## src/rtl/muldiv_ctrl.sv

```systemverilog
// EX-stage multiply/divide sequencer: drives the pipelined multiplier or the
// iterative divider, stalls the front end until {HI,LO} is captured.
module muldiv_ctrl #(
  parameter int MUL_LATENCY = 2
) (
  input  logic        clk,
  input  logic        rst,
  input  logic        op_valid,
  input  logic [1:0]  op_code,
  input  logic [31:0] src_a,
  input  logic [31:0] src_b,
  input  logic        pipe_stall,
  input  logic        flush,
  output logic [31:0] mul_a,
  output logic [31:0] mul_b,
  output logic        mul_signed,
  input  logic [63:0] mul_result,
  output logic        div_start,
  output logic        div_signed,
  output logic [31:0] div_a,
  output logic [31:0] div_b,
  output logic        div_annul,
  input  logic        div_ready,
  input  logic [63:0] div_result,
  output logic        stall_req,
  output logic [63:0] result,
  output logic        result_valid
);

  typedef enum logic [1:0] {
    IDLE = 2'd0,
    MUL  = 2'd1,
    DIV  = 2'd2,
    DONE = 2'd3
  } state_t;

  state_t      state;
  logic [3:0]  cnt;
  logic [31:0] opa;
  logic [31:0] opb;
  logic        sgn;
  logic        is_div;
  logic        zero_div;

  // op_code[1] selects divide, op_code[0] selects the unsigned variant
  assign is_div   = op_code[1];
  assign zero_div = is_div && (src_b == 32'd0);

  // NOTE: every register here is written with <= so all updates take effect
  // together at the edge, independent of statement order.
  always_ff @(posedge clk) begin
    if (rst) begin
      state  <= IDLE;
      cnt    <= 4'd0;
      opa    <= 32'd0;
      opb    <= 32'd0;
      sgn    <= 1'b0;
      result <= 64'd0;
    end else if (flush) begin
      state <= IDLE;
    end else begin
      case (state)
        IDLE: begin
          if (op_valid) begin
            opa <= src_a;
            opb <= src_b;
            sgn <= ~op_code[0];
            if (!is_div) begin
              state <= MUL;
              cnt   <= 4'(MUL_LATENCY - 1);
            end else if (zero_div) begin
              state  <= DONE;
              result <= 64'd0;
            end else begin
              state <= DIV;
            end
          end
        end
        MUL: begin
          if (cnt == 4'd0) begin
            result <= mul_result;
            state  <= DONE;
          end else begin
            cnt <= cnt - 4'd1;
          end
        end
        DIV: begin
          if (div_ready) begin
            result <= div_result;
            state  <= DONE;
          end
        end
        DONE: begin
          // Hold while the op is still parked in EX.
          if (!pipe_stall) state <= IDLE;
        end
        default: state <= IDLE;
      endcase
    end
  end

  assign mul_a      = opa;
  assign mul_b      = opb;
  assign mul_signed = sgn;
  assign div_a      = opa;
  assign div_b      = opb;
  assign div_signed = sgn;

  assign stall_req    = !flush &&
                        ((state == IDLE && op_valid && !zero_div) ||
                         state == MUL || state == DIV);
  assign div_start    = !rst && !flush && (state == DIV) && !div_ready;
  // A flush while the divider is busy must abort it; reset clears it anyway.
  assign div_annul    = !rst && flush && (state == DIV);
  assign result_valid = (state == DONE);

endmodule

```

## config.mk

```make
export PLATFORM = sky130hd
export DESIGN_NAME = muldiv_ctrl
export DESIGN_NICKNAME = d
export VERILOG_FILES = /design/src/rtl/muldiv_ctrl.sv
export SDC_FILE = /design/constraint.sdc
export NUM_CORES = 1
export LEC_CHECK = 0
export ABC_AREA = 1
export CORE_AREA = 2 2 155 157
export CTS_BUF_LIST = sky130_fd_sc_hd__clkbuf_2
export CTS_CLUSTER_DIAMETER = 80
export DETAILED_ROUTE_END_ITERATION = 8
export DIE_AREA = 0 0 157 159
export PLACE_DENSITY_LB_ADDON = 0.05
export SLEW_MARGIN = 20
export SYNTH_ARGS = -nofsm -noshare
export SYNTH_HDL_FRONTEND = slang
export SYNTH_SLANG_ARGS = --single-unit
export TNS_END_PERCENT = 30
```

## constraint.sdc

```tcl
create_clock -name clk -period 1.9 [get_ports clk]
set_input_delay 0.38 -clock clk [delete_from_list [all_inputs] [get_ports clk]]
set_output_delay 0.38 -clock clk [all_outputs]
set_load 0.01 [all_outputs]
```

==> impl_metrics.toml <==
[run_status]
outcome = "finished, violations left"
violations = "setup timing"

[final_layout]
fin_util_pct = 52.4
drive_gt1_share_pct = 26.1
final_nets = 1588
layout_commonest_cell = "nor2_1"
final_cell_mix = "nor2_1 (225), clkdlybuf4s50_1 (199), nand2_1 (163), dlygate4sd2_1 (123), dfxtp_2 (84)"
syn_to_final_growth_pct = 79.9

[worst_hold_path]
hold_path_class = "in2reg"

[timing]
hold_viol = 0
timing.hold.ws_ps = 198
final_max_slew_viol_count = 0
setup-violations-final = 68
fin_crit_sh_pct = 117
tightest_slew_ps = 729
rsz0062_at_grt = "true"
relSlewSlack_pct = 51.4
timing.fmax_mhz = 450
fin_crit_ps = 2220
finClkSkew_ps = 27.5
setup_ws_ps = -322

[routing]
avgRoutedWirePerCell_microns = 16.2
drc = 0
drtAntennaViolNets = 0
drt_iter0_drc = 289
vias_per_cell = 4.50
via_count = 7714
drt-total-wl_mm = 27.8
drt_first_pass_iters = 4

[synthesis]
synth_nets = 1198
synthCells = 991
yosysTopAreaCell = "dfxtp_1"
ys_warn_count = 0
syn_area_sq_um = 6760
synth.area.top_cells = "dfxtp_1 (40%), nor2_1 (13%), nand2_1 (11%)"
synth_top_area_share_pct = 40.0
synth_area_per_cell_sq_um = 6.82
synth_cell_type_count = 21
ys_seq_area_share_pct = 40.0
ys_ff_latch = 135

[grt]
grt_pass1_vias = 7280
grt_pass1_wl_mm = 39.9
grt_max_degree = 65
grt-ovfl-total = 0
grt_usage_pct = 20.5
antenna_found_initial = 4

[placed_design]
place.gp.congestion = 0.802
dp_hpwl_mm = 19.8
dp_slack_ps = -730
numPortBuffers = 397

[critical_path]
cp-end-kind = "output pin"
crit_fanout = 2
required_ps = 1520
cp-start-kind = "register"
path_class = "reg2out"
worstPathArrival_ps = 1840

[cts]
clock-root-buffer = "clkbuf_2"
ctsLongestPathBuffers = 2
holdBufCountCts = 0
cts_sinks = 135
insertion_delay_ps = 720
numCtsBuffers = 17
htree_levels = 4
cts_tree = "built"
clkSlewWorstSetupHoldPaths_ps = 210

[power_and_ir_drop]
p_per_area_nw_per_um2 = 605
leakagePower_nw = 5.53
ir_worst_vdd_mv = 0.287

[floorplanning]
std_cell_rows = 56
die_w_microns = 157
initial_utilization_pct = 29.1
fp.dieH_microns = 159
core_sq_um = 23200
ios = 398
dieArea_sq_um = 25000

[job]
drv_cap = 0
## metrics by stage
stage               instance area (sq um)  instances  power [mW]  TNS (ps)
finish                              12200       1715        7.35     -6920
global route                        12200       1715        7.80    -12210
CTS                                 11300       1693        7.16     -1280
detailed placement                  11100       1647        5.61    -26750
global placement                    11100       1647        5.62    -27530
floorplan                            6760        991        4.25         0
## area by class of cell
type	instances	area (sq um)
Sequential cell	135	2810
Clock buffer	17	85.1
Clock inverter	15	129
Antenna cell	2	5.00
Timing Repair Buffer	507	4980
Multi-Input combinational cell	683	3600
Fill cell	2319	11000
Inverter	37	143
Tap cell	319	399
## state kept, by name, indices dropped and copies added (netlist names)
| register | count |
|---|---|
| state | 2 |
| div_b | 32 |
| div_a | 32 |
| cnt | 4 |
| result | 64 |
| div_signed | 1 |
## path summary, 6_finish.rpt
path,start,endpoint,slack [ps],cells past startpoint
max,state[1],div_start,-320,6
min,op_code[0],div_signed,200,2
max reg2reg,state[1],result[39],-150,11
min reg2reg,result[41],result[41],500,2
## layer usage
metal / GRT usage, % / vias to the layer above / wire length, microns
li1: - / 3914 / -
met1: 23.1 / 3515 / 11000
met2: 37.4 / 258 / 14200
met3: 6.10 / 25 / 2050
met4: 5.34 / 2 / 442
met5: 0 / - / 13
## report_power, final
part / switching (mW) / internal, mW
sequential: 0.131 / 3.06
clock: 1.17 / 0.472
combinational: 1.20 / 1.32
## cells by family (layout without fill, tap and decap cells)
kind of cell	Yosys count	in the layout	synth area share [%]
other	0	2	0
AOI/OAI and AO/OA	189	189	16.5
buffers and inverters	173	576	13.7
and+or+nand+nor	487	487	28.5
DFF	135	135	40.0
adders and majority gates	7	7	1.30
## synth_stat cells
cell      instances
nor2_1          238
nor3b_1           2
or2_2             2
nand3_1          46
a211oi_1          1
inv_2             3
dfxtp_1         135
o21ai_0          72
o21a_1            1
buf_1             9
a21oi_1          72
buf_2            19
clkbuf_1         40
nand3_2           1
ha_1              7
nor3_1            6
nand2_1         191
nor3_4            1
buf_4            68
inv_1            34
a22o_1           43
## what timing repair did
action | in CTS | in global routing
pin swaps | 4 | 20
setup buffers | 14 | 6
endpoints found under the setup margin | 213 | 133
gates resized for setup | 349 | 186
gates cloned | 0 | 15
## worst max-delay path: stages (launching register included)
cell and delay (ps):
dfxtp_2 390, buf_6 100, ha_4 120, inv_2 40, or2_4 230, nor3_4 110, buf_2 150
(Power assumes the default switching activity.)
